File: config.mk
export PLATFORM = sky130hd
export DESIGN_NAME = video_stream_packer
export DESIGN_NICKNAME = d
export VERILOG_FILES = /design/src/rtl/video_stream_packer.sv
export SDC_FILE = /design/constraint.sdc
export NUM_CORES = 1
export LEC_CHECK = 0
export CAP_MARGIN = 20
export CORE_MARGIN = 2
export CORE_UTILIZATION = 30
export CTS_CLUSTER_DIAMETER = 60
export DETAILED_ROUTE_END_ITERATION = 8
export GPL_TIMING_DRIVEN = 0
export SLEW_MARGIN = 15
export SYNTH_ARGS = -nofsm -noshare
export SYNTH_HDL_FRONTEND = slang
export SYNTH_SLANG_ARGS = --single-unit
export TNS_END_PERCENT = 100
File: constraint.sdc
create_clock -name video_clk -period 2.6 [get_ports video_clk]
set_input_delay 0.26 -clock video_clk [delete_from_list [all_inputs] [get_ports video_clk]]
set_output_delay 0.26 -clock video_clk [all_outputs]
set_load 0.01 [all_outputs]
File: src/rtl/video_stream_packer.sv
// Packs 24-bit video pixels into AXI4-width words with burst-request beat accounting.
// Define VIDEO_PACK_LINE_FLUSH_EN to flush a left-justified partial word at every line end.
module video_stream_packer #(
    parameter int         AXI4_DATA_WIDTH = 128,
    parameter logic [7:0] PAD_BYTE        = 8'hff,
    parameter int         BURST_BEATS     = 16
) (
    input  logic                       video_clk,
    input  logic                       video_rst,
    input  logic                       video_vs_out,
    input  logic                       video_hs_out,
    input  logic                       video_de_out,
    input  logic [23:0]                video_data_out,
    output logic [AXI4_DATA_WIDTH-1:0] fifo_data_out,
    output logic                       fifo_enable,
    input  logic                       fifo_full,
    output logic                       AXI_FULL_BURST_VALID,
    input  logic                       AXI_FULL_BURST_READY,
    output logic                       overflow,
    output logic [15:0]                line_beats
);

    localparam int              SLOTS     = AXI4_DATA_WIDTH / 32;
    localparam int              CNT_W     = $clog2(SLOTS);
    localparam logic [CNT_W-1:0] LAST_SLOT = CNT_W'(SLOTS - 1);
    localparam logic [15:0]     BURST_LEN = 16'(BURST_BEATS);

    typedef enum logic {IDLE, REQ} burst_state_t;

    burst_state_t               state, state_next;
    logic                       vs_d1, de_d1;
    logic [CNT_W-1:0]           slot_cnt;
    // Only SLOTS-1 slots are ever buffered; the last slot goes straight to the output word.
    logic [AXI4_DATA_WIDTH-33:0] pix_buf;
    logic [15:0]                pend_beats, pend_next, line_cnt;
    logic [16:0]                pend_sum;
    logic [31:0]                new_slot;
    logic [AXI4_DATA_WIDTH-1:0] shift_word, emit_word;
    logic                       frame_start, line_end, line_start;
    logic                       word_done, flush_now, emit, accept;
    logic                       unused_hs;
`ifdef VIDEO_PACK_LINE_FLUSH_EN
    logic [AXI4_DATA_WIDTH-1:0] flush_word;
`endif

    assign unused_hs   = video_hs_out;
    assign frame_start = video_vs_out && !vs_d1;
    assign line_end    = !video_de_out && de_d1;
    assign line_start  = video_de_out && !de_d1;

    // NOTE: every signal written in an always_comb gets a default at the top, so no path can infer a latch.
    always_comb begin
        new_slot   = {PAD_BYTE, video_data_out};
        shift_word = {pix_buf, new_slot};
        word_done  = video_de_out && (slot_cnt == LAST_SLOT);
`ifdef VIDEO_PACK_LINE_FLUSH_EN
        flush_now  = line_end && (slot_cnt != '0);
        flush_word = {32'h0, pix_buf} << (32 * (SLOTS - int'(slot_cnt)));
        for (int i = 0; i < SLOTS; i++)
            if (i < SLOTS - int'(slot_cnt))
                flush_word[i*32 +: 32] = {PAD_BYTE, 24'h0};
        emit_word  = flush_now ? flush_word : shift_word;
`else
        flush_now  = 1'b0;
        emit_word  = shift_word;
`endif
        emit       = word_done || flush_now;
    end

    always_comb begin
        accept     = (state == REQ) && AXI_FULL_BURST_READY;
        state_next = state;
        case (state)
            IDLE:    if (pend_beats >= BURST_LEN) state_next = REQ;
            REQ:     if (accept) state_next = IDLE;
            default: state_next = IDLE;
        endcase
        if (frame_start)
            state_next = IDLE;
        AXI_FULL_BURST_VALID = (state == REQ);

        pend_sum = {1'b0, pend_beats} + {16'h0, fifo_enable};
        if (accept)
            pend_sum = pend_sum - {1'b0, BURST_LEN};
        pend_next = pend_sum[16] ? 16'hffff : pend_sum[15:0];
    end

    // NOTE: sequential state uses non-blocking assignments so every register samples pre-edge values.
    always_ff @(posedge video_clk) begin
        if (video_rst) begin
            state         <= IDLE;
            vs_d1         <= 1'b0;
            de_d1         <= 1'b0;
            slot_cnt      <= '0;
            pix_buf       <= '0;
            pend_beats    <= '0;
            line_cnt      <= '0;
            line_beats    <= '0;
            fifo_data_out <= '0;
            fifo_enable   <= 1'b0;
            overflow      <= 1'b0;
        end else begin
            vs_d1       <= video_vs_out;
            de_d1       <= video_de_out;
            state       <= state_next;
            fifo_enable <= 1'b0;
            if (frame_start) begin
                slot_cnt   <= '0;
                pix_buf    <= '0;
                pend_beats <= '0;
                line_cnt   <= '0;
                overflow   <= 1'b0;
            end else begin
                pend_beats <= pend_next;
                if (video_de_out) begin
                    pix_buf  <= shift_word[AXI4_DATA_WIDTH-33:0];
                    slot_cnt <= word_done ? '0 : slot_cnt + 1'b1;
                end else if (flush_now) begin
                    slot_cnt <= '0;
                end
                if (emit) begin
                    fifo_data_out <= emit_word;
                    fifo_enable   <= 1'b1;
                end
                // The word emitted alongside a line edge belongs to that line's count.
                if (line_start)
                    line_cnt <= {15'h0, emit};
                else if (emit)
                    line_cnt <= line_cnt + 16'd1;
                if (line_end)
                    line_beats <= line_cnt + {15'h0, emit};
                if (fifo_enable && fifo_full)
                    overflow <= 1'b1;
            end
        end
    end

endmodule

==> reports/results.ini, run 1 <==
[outcome]
status=complete, but fails checks
violations=negative setup slack

[drt]
drc=0
wl_per_cell_microns=15.7
ant_nets=0
dr.pass1.iters=7
drt_iter0_markers=439
num_vias=7761
drt-total-wl_microns=26300
viasPerCell=4.63

[synthesis]
syn_area_per_cell_sq_um=8.67
synthFlopType=dfxtp_1
synth_area_sq_um=9150
syn_inst=1056
synth_compound_area_share_pct=10.9
synth_cell_type_count=55
synth-adder-area-share_pct=0.957
synthArstFlopShare_pct=0
ys_seq_area_share_pct=50.3
synth-simple-area-share_pct=19.3
yosys_register_bits=230
ys_warn_count=0
synth_edf_count=0
synthesis.nets=1094
yosys.area_share.xor_xnor_pct=3.73
synth_top_family_by_area=simple AND/OR/NAND/NOR gates
synth_mux_area_share_pct=9.01

[timing]
hold_viol=0
fin_crit_sh_pct=101
setup_ws_ns=-0.0152
period_needed_ns=2.62
slew_headroom_pct=42.3
tightestPinTransition_ns=0.866
holdWs_ns=0.250
setup_viol=5
rsz0062_at_grt=yes
fin_tns_setup_ns=-0.0471
drv_slew=0
skew_ns=0.0266
clock.fmax_mhz=382

[placed_design]
routabilityCongestion=0.829
detailed_place.area_sq_um=11400
numPortBuffers=175
dp_hpwl_microns=19100

[floorplan]
core_area_sq_um=29900
initial_utilization_pct=30.6
die_h_microns=179
die-area_sq_um=31900
num_rows=63
ios=178
die_w_microns=179

[clocking]
clk_pin_slew_ns=0.06
cts_root_buf=clkbuf_16
clockBufferDepth=3
cts_tree=yes
cts_buffers=26
cts_sinks=230
htree_levels=1
clk_latency_ns=0.54

[job]
maxCapViolations=0

[final_layout]
layout.nets=1308
num_antenna_cells=0
final_util_pct=41.8
layout-drive-gt1-share_pct=9.86
area_growth_pct=36.3
final_cell_area_sq_um=12500

[global_routing]
gr-total-overflow=0
grt_pass1_vias=7587
grt_max_degree=15
grt_pass1_wl_microns=41100
grtUsageTotal_pct=16.3
antenna_found_initial=0

[setup_path]
end_kind=register
arrival_ns=3.00
worstPathRequired_ns=2.98
cp-start-kind=register
cp_max_fo=5
critPathKind=reg -> reg

[min_path]
hold_path.class=in -> reg

[power_and_ir_drop]
switchingPower_w=0.00207
seqPwrFrac_pct=45.7
p_comb_share_pct=11.6
intPower_w=0.00599
switching_share_pct=25.6
ir_worst_vdd_mv=0.459
p_per_area_nw_per_um2=646
leakage_nw=4.41
p_clk_share_pct=42.6

per-layer routing:
layer	global-route usage (%)	part of all wire, %	vias up	routed length, microns
met1	21.0	44	3621	11600
met5	0	0	-	0
met2	27.8	48	181	12500
met3	4.28	6.9	32	1800
li1	-	-	3927	-
met4	3.01	1.5	0	401
cells in the final DEF, fill, tap and decap left out, types with 3 or more instances in the layout:
cell type | synthesis | layout
ha_4 | 0 | 3
nor3_1 | 12 | 12
buf_6 | 1 | 3
nand4_1 | 10 | 10
xor2_1 | 11 | 10
a311oi_1 | 5 | 4
xnor2_1 | 28 | 27
o21ai_0 | 11 | 11
nor2b_1 | 4 | 4
a211oi_1 | 11 | 11
nor2_1 | 126 | 124
or2_2 | 4 | 3
mux2_2 | 3 | 3
mux2i_1 | 79 | 79
ha_1 | 7 | 4
buf_2 | 7 | 6
a21oi_2 | 1 | 3
nand3_1 | 14 | 13
nand2_1 | 218 | 217
inv_1 | 9 | 9
clkbuf_1 | 60 | 65
and3_1 | 4 | 3
clkbuf_16 | 0 | 26
a21oi_1 | 121 | 119
clkbuf_8 | 0 | 4
or3_1 | 12 | 12
dfxtp_1 | 230 | 227
clkinv_2 | 0 | 7
clkdlybuf4s50_1 | 0 | 175
buf_4 | 29 | 39
cells in the mapped netlist, types with 2 or more instances:
library cell  count  area share, %
inv_1             9           0.37
a21oi_1         121            6.6
nand2b_1          2           0.14
nor4_1            2           0.14
buf_1             2          0.082
mux2_2            3           0.37
a311oi_1          5           0.48
and3_1            4           0.27
buf_4            29            2.4
ha_1              7           0.96
buf_2             7           0.38
dfxtp_1         230             50
nand4_1          10           0.68
o31ai_1           2           0.16
nor2b_1           4           0.27
mux2i_1          79            8.6
nor3_1           12           0.66
or2_2             4           0.27
clkbuf_1         60            2.5
a31oi_1           3           0.21
nand2_1         218            8.9
nand3_1          14           0.77
a21o_1            2           0.16
o211a_1           2           0.22
xor2_1           11            1.1
a211oi_1         11           0.90
o21ai_0          11           0.60
xnor2_1          28            2.7
or3_1            12           0.82
o211ai_1          2           0.16
nor2_1          126            5.2
kinds of logic (layout without fill, tap and decap cells):
group | Yosys count | count (layout)
AO/OA/AOI/OAI | 170 | 170
buffers and inverters | 109 | 341
multiplexers | 82 | 82
AND/OR/NAND/NOR | 419 | 419
XOR/XNOR | 39 | 39
flip-flops | 230 | 230
adder cells (fa/ha/maj) | 7 | 7
path summary, 6_finish.rpt:
check / slack [ns] / cells past startpoint / to / startpoint
setup / recovery: -0.02 / 12 / pend_beats[2] / fifo_enable
setup reg to reg: -0.02 / 12 / pend_beats[2] / fifo_enable
hold / removal: 0.25 / 4 / line_cnt[2] / video_de_out
hold reg to reg: 0.45 / 2 / fifo_data_out[100] / pix_buf[68]
sequential cells by signal, summed over array words and instances (netlist names):
register and count:
pend_beats 16, fifo_data_out 100, line_cnt 16, overflow 1
AXI_FULL_BURST_VALID 1, fifo_enable 1, vs_d1 1, pix_buf 75
slot_cnt 2, de_d1 1, line_beats 16
power by group through the flow:
stage	clock network [W]	registers [W]	logic, W
2_1_floorplan	0	0.00374	0.000582
3_3_place_gp	0	0.00376	0.000809
3_5_place_dp	0	0.00376	0.000822
4_1_cts	0.00354	0.00368	0.000903
5_1_grt	0.00369	0.00369	0.00103
6_report	0.00344	0.00369	0.000937
final cells by class:
class	instances	area, sq um
inverters	9	33.8
well taps	390	488
clock inverters	11	88.8
clock buffers	35	724
repair buffers	187	1850
fillers	3029	17400
flip-flops and latches	230	4610
multi-input cells	717	4190
plain buffers	99	497
worst max-delay path, stage by stage (launching register included):
cell and delay [ns]:
dfxtp_4 0.36, ha_4 0.17, ha_4 0.16, and3_4 0.17, xnor2_4 0.16, ha_4 0.16
nand3_4 0.11, a311oi_2 0.33, or2_4 0.22, a31oi_4 0.10, a41oi_4 0.28, buf_6 0.18
a21oi_1 0.06
timing repair:
item / CTS / global route
hold buffers: 0 / 0
endpoints found under the hold margin: 0 / 0
setup buffers: 9 / 2
pin swaps: 9 / 9
endpoints found under the setup margin: 15 / 17
gates resized for setup: 14 / 14
cloned: 1 / 0
stage by stage:
step	instances	setup WS, ns	power, W
CTS	1676	-0.0295	0.00813
detailed placement	1621	-0.511	0.00458
floorplan	1056	0.00844	0.00433
global route	1678	-0.128	0.00841
finish	1678	-0.0152	0.00806
global placement	1621	-0.396	0.00456
No activity file was read; power rests on OpenSTA's default activity.
==> run 2: changes to the inputs <==
Settings changed: CELL_PAD_IN_SITES_DETAIL_PLACEMENT from default to 0, CELL_PAD_IN_SITES_GLOBAL_PLACEMENT from default to 1, PLACE_DENSITY_LB_ADDON from default to 0.1.
==> run 2 against run 1 <==
The flow now finishes without violations; clock skew increased by 0.0050 ns; fmax grew 3.1%; critical path depth stayed put; via count fell by 2.4%; sequential power hardly changed; global-route usage is 0.55 points higher; utilization grew 0.37 points; clock power increased by 10%; cell count up 0.24%; register-to-register slack better by 0.08 ns; die area is the same; critical endpoint is now pend_beats[10].
==> reports/results.ini, run 2 (synthesis results as in run 1) <==
[outcome]
status=completed

[timing]
hold_viol=0
holdWs_ns=0.224
period_needed_ns=2.54
slew_headroom_pct=34.0
drv_slew=0
tightestPinTransition_ns=0.990
fin_tns_setup_ns=0
rsz0062_at_grt=yes
fin_crit_sh_pct=97.6
skew_ns=0.0316
clock.fmax_mhz=394
setup_viol=0

[drt]
dr.pass1.iters=5
wl_met3_microns=1320
drt_iter0_markers=287
drt-met1-wl_microns=12300
ant_nets=0
drc=0
topRoutingLayerUsed=met4
wl_met2_microns=13000
num_vias=7576
drt-total-wl_microns=27100
viasPerCell=4.50
wl_per_cell_microns=16.1

[setup_path]
critPathMaxStageDelay_ns=0.35
cpMostUsedCell=ha_4
crit_slowest_cell=dfxtp_4
arrival_ns=2.92
path_cells=ha_4 -> ha_4 -> and3_4 -> xnor2_4 -> ha_4 -> nand3_4 -> a311oi_2 -> or2_4 -> a31oi_4 -> a41oi_4 -> buf_6 -> a21oi_1
end_kind=register
cp-start-kind=register
worstPathRequired_ns=2.98
cp_max_fo=5
critPathKind=reg -> reg

[final_layout]
largestRegisters=fifo_data_out (100), pix_buf (75)
nFillCells=3063
layout.nets=1309
layout-drive-gt1-share_pct=10.4
top_register=fifo_data_out
area_growth_pct=37.5
stdcell_count=1682
most-common-layout-cells=dfxtp_1 (227), nand2_1 (216), clkdlybuf4s50_1 (175), nor2_1 (124), a21oi_1 (115)
largest_reg_flops=100
num_antenna_cells=0
final_common_cell=dfxtp_1

[power_and_ir_drop]
seqPwrFrac_pct=43.7
ir_worst_vdd_mv=0.519
switchingPower_w=0.00216
p_comb_share_pct=11.3
p_clk_share_pct=45.0
intPower_w=0.00628
p_per_area_nw_per_um2=671
leakage_nw=4.42
switching_share_pct=25.6

[floorplan]
num_rows=63
die-area_sq_um=31900
die_h_microns=179
core_area_sq_um=29900
ios=178
initial_utilization_pct=30.6
die_w_microns=179

[global_routing]
grt_max_degree=16
grtUsageTotal_pct=16.9
gr-total-overflow=0
antenna_found_initial=0
grt_pass1_wl_microns=42100
grt_pass1_vias=7512

[placed_design]
dp_hpwl_microns=19400
placedCellCount=1621
numPortBuffers=175
routabilityCongestion=0.774

[clocking]
cts_buffers=28
clockBufferDepth=3
hold_buffers=0
clk_latency_ns=0.56
clk_pin_slew_ns=0.06
htree_levels=1
cts_tree=yes
cts_root_buf=clkbuf_16
cts_sinks=230

[min_path]
hold_path.class=in -> reg

[job]
maxCapViolations=0

==> run 2: cell count changes in the layout (fill, tap and decap cells not counted), moves of 2 or more <==
cell / change
clkbuf_8: +5
a21oi_1: -4
a21oi_2: +4
clkinv_2: -4
clkbuf_1: +2
clkbuf_16: +2
nand2_2: +2
==> run 2: critical path, delay by kind of cell, from the launching register on <==
| family | cells | cell delay, ns |
|---|---|---|
| AND/OR/NAND/NOR | 3 | 0.47 |
| adder cells (fa/ha/maj) | 3 | 0.51 |
| buffers and inverters | 1 | 0.18 |
| AO/OA/AOI/OAI | 4 | 0.68 |
| flip-flops | 1 | 0.35 |
| XOR/XNOR | 1 | 0.17 |
==> run 2: final timing paths <==
kind	startpoint	endpoint	slack (ns)	cells past startpoint
hold / removal	video_de_out	line_cnt[2]	0.22	4
hold reg to reg	fifo_data_out[100]	fifo_data_out[100]	0.45	2
setup / recovery	fifo_enable	pend_beats[10]	0.06	12
setup reg to reg	fifo_enable	pend_beats[10]	0.06	12
==> run 2: per-layer routing <==
layer / vias to the layer above / track usage [%]
met5: - / 0
met4: 0 / 3.35
met3: 28 / 3.56
met2: 141 / 29.3
met1: 3466 / 21.6
li1: 3941 / -
==> run 2: per-stage QoR <==
stage / setup slack (ns) / area, sq um / utilization, % / total power [W]
floorplan: 0.00844 / 9190 / - / 0.00433
global placement: -0.418 / 11400 / 38.3 / 0.00460
detailed placement: -0.428 / 11400 / 38.3 / 0.00460
CTS: 0.0301 / 12500 / 41.8 / 0.00853
global route: -0.0236 / 12600 / 42.1 / 0.00881
finish: 0.0632 / 12600 / 42.1 / 0.00844
==> run 2: layout make-up <==
| cell class | count | area, sq um | share of cell area (%) |
|---|---|---|---|
| well taps | 390 | 488 | 3.88 |
| repair buffers | 186 | 1840 | 14.6 |
| plain buffers | 99 | 497 | 3.95 |
| inverters | 9 | 33.8 | 0.268 |
| clock inverters | 7 | 68.8 | 0.547 |
| multi-input cells | 717 | 4200 | 33.4 |
| clock buffers | 44 | 851 | 6.76 |
| flip-flops and latches | 230 | 4610 | 36.6 |
==> run 2: timing repair <==
action                                  4_1_cts  5_1_grt
gates cloned                                  1        0
gates resized for setup                      18       15
setup buffers                                 8        2
pin swaps                                     6        7
endpoints found under the setup margin       15       23
==> run 2: power by group through the flow <==
stage | Combinational, W | Sequential, W | Clock (W)
2_1_floorplan | 0.000582 | 0.00374 | 0
3_3_place_gp | 0.000839 | 0.00376 | 0
3_5_place_dp | 0.000841 | 0.00376 | 0
4_1_cts | 0.000924 | 0.00369 | 0.00392
5_1_grt | 0.00105 | 0.00370 | 0.00407
6_report | 0.000957 | 0.00369 | 0.00380
==> run 3: changes to the inputs <==
Clock period 2.6 ns to 2.85 ns, I/O delays scaled along.
==> run 3 against run 2 <==
Global-route usage about the same; setup slack improved by 0.11 ns; combinational power decreased by 17%; clock skew decreased by 0.0090 ns; fmax is 5.3% lower; wire length is 0.49% lower; cell count down 0.30%; flip-flop and latch count is the same; clock power shrank 5%; sequential share of layout area increased by 0.35 points; clock-buffer cell count fell by 1.
==> reports/results.ini, run 3 (synthesis results as in run 1) <==
[final_layout]
largestRegisters=fifo_data_out (100), pix_buf (75)
layout-drive-gt1-share_pct=8.78
final_cell_area_sq_um=12500
num_antenna_cells=0
area_growth_pct=36.2
top_register=fifo_data_out
most-common-layout-cells=dfxtp_1 (229), nand2_1 (218), clkdlybuf4s50_1 (175), nor2_1 (126), a21oi_1 (121)
largest_reg_flops=100
final_common_cell=dfxtp_1
layout.nets=1304

[setup_path]
r2r_cells=12
cpMostUsedCell=ha_4
worstReg2RegEnd=pend_beats[10]
path_cells=ha_4 -> ha_4 -> and3_4 -> xnor2_2 -> ha_2 -> nand3_4 -> a311oi_2 -> or2_4 -> a31oi_1 -> a41oi_2 -> buf_6 -> a21oi_1
rr_startpoint=fifo_enable
arrival_ns=3.08
critPathKind=reg -> reg
ff2ff_setup_slack_ns=0.17
crit_slowest_cell=dfxtp_4
end_kind=register
cp-start-kind=register
worstPathRequired_ns=3.25
cp_max_fo=6
critPathMaxStageDelay_ns=0.36

[drt]
viasPerCell=4.50
wl_per_cell_microns=16.1
ant_nets=0
drt-total-wl_microns=27000
dr.pass1.iters=6
drt_iter0_markers=400
drc=0
num_vias=7546

[clocking]
cts_buffers=29
cts_tree=yes
htree_levels=1
clockBufferDepth=3
clk_pin_slew_ns=0.06
cts_root_buf=clkbuf_16
clk_latency_ns=0.56
cts_sinks=230
hold_buffers=0

[floorplan]
die_w_microns=179
core_area_sq_um=29900
ios=178
die_h_microns=179
die-area_sq_um=31900
num_rows=63
initial_utilization_pct=30.6

[outcome]
status=completed

[timing]
hold_viol=0
setup_viol=0
fin_tns_setup_ns=0
holdWs_ns=0.245
clock.fmax_mhz=373
skew_ns=0.0226
fin_crit_sh_pct=94.0
tightestPinTransition_ns=0.926
drv_slew=0
slew_headroom_pct=38.3
period_needed_ns=2.68

[power_and_ir_drop]
leakage_nw=4.40
p_total_w=0.00776
ir_worst_vdd_mv=0.478
p_per_area_nw_per_um2=623

[global_routing]
grt_pass1_vias=7415
grt_max_degree=16
grt_pass1_wl_microns=42000
grtUsageTotal_pct=16.9
antenna_found_initial=0
gr-total-overflow=0

[placed_design]
dp_hpwl_microns=19500
numPortBuffers=175
detailed_place.area_sq_um=11400
routabilityCongestion=0.806

[job]
maxCapViolations=0

[min_path]
min-delay-start=video_de_out
hold-path-endpoint=line_cnt[2]
hold_depth=4
hold_path.class=in -> reg

[run 3: cell types whose count changed in the layout (fill, tap and decap cells not counted), moves of 4 or more]
cell | before | now
a21oi_1 | 115 | 121
a21oi_2 | 7 | 1
clkbuf_8 | 9 | 5
buf_4 | 39 | 32
[run 3: worst max path at each step]
stage                     start              to  slack, ns
detailed placement  fifo_enable   pend_beats[8]      -0.52
CTS                 fifo_enable   pend_beats[8]      0.004
finish              fifo_enable  pend_beats[10]       0.17
global route        fifo_enable   pend_beats[7]      -0.02
floorplan           fifo_enable  pend_beats[10]      0.006
global placement    fifo_enable   pend_beats[2]      -0.52
[run 3: final cells by class]
type,count,area [sq um]
Clock buffer,43,828
Inverter,9,33.8
Timing Repair Buffer,180,1800
Clock inverter,9,121
Fill cell,3020,17400
Tap cell,390,488
Multi-Input combinational cell,717,4090
Buffer,99,497
Sequential cell,230,4610
[run 3: where the power goes]
group | internal, W | switching (W) | total [W]
logic | 0.000354 | 0.000440 | 0.000794
clock network | 0.00220 | 0.00141 | 0.00361
registers | 0.00329 | 0.0000689 | 0.00336
[run 3: timing repair]
action / 4_1_cts / 5_1_grt
buffers inserted: 1 / 2
endpoints found under the setup margin: 15 / 12
pin swaps: 1 / 2
resized for setup: 13 / 5
gates cloned: 1 / 0
[run 3: metrics by stage]
stage	worst slack, ns	util (%)	cells
2_1_floorplan	0.00559	-	1056
5_1_grt	-0.0224	41.7	1677
6_report	0.171	41.7	1677
4_1_cts	0.00402	41.5	1674
3_3_place_gp	-0.523	38.1	1621
3_5_place_dp	-0.518	38.1	1621
[run 3: worst max-delay path: cells and delay by family (launching register included)]
kind / cells / cell delay, ns
adder cells (fa/ha/maj): 3 / 0.58
AO/OA/AOI/OAI: 4 / 0.71
XOR/XNOR: 1 / 0.17
flip-flops: 1 / 0.36
buffers and inverters: 1 / 0.18
AND/OR/NAND/NOR: 3 / 0.52
[run 3: per-layer routing]
metal  global-route usage [%]  up-vias  wire (microns)
li1                         -     3933               -
met1                     22.0     3438           12300
met4                     3.35        0             390
met2                     29.2      141           13100
met3                     3.14       34            1200
met5                        0        -               0
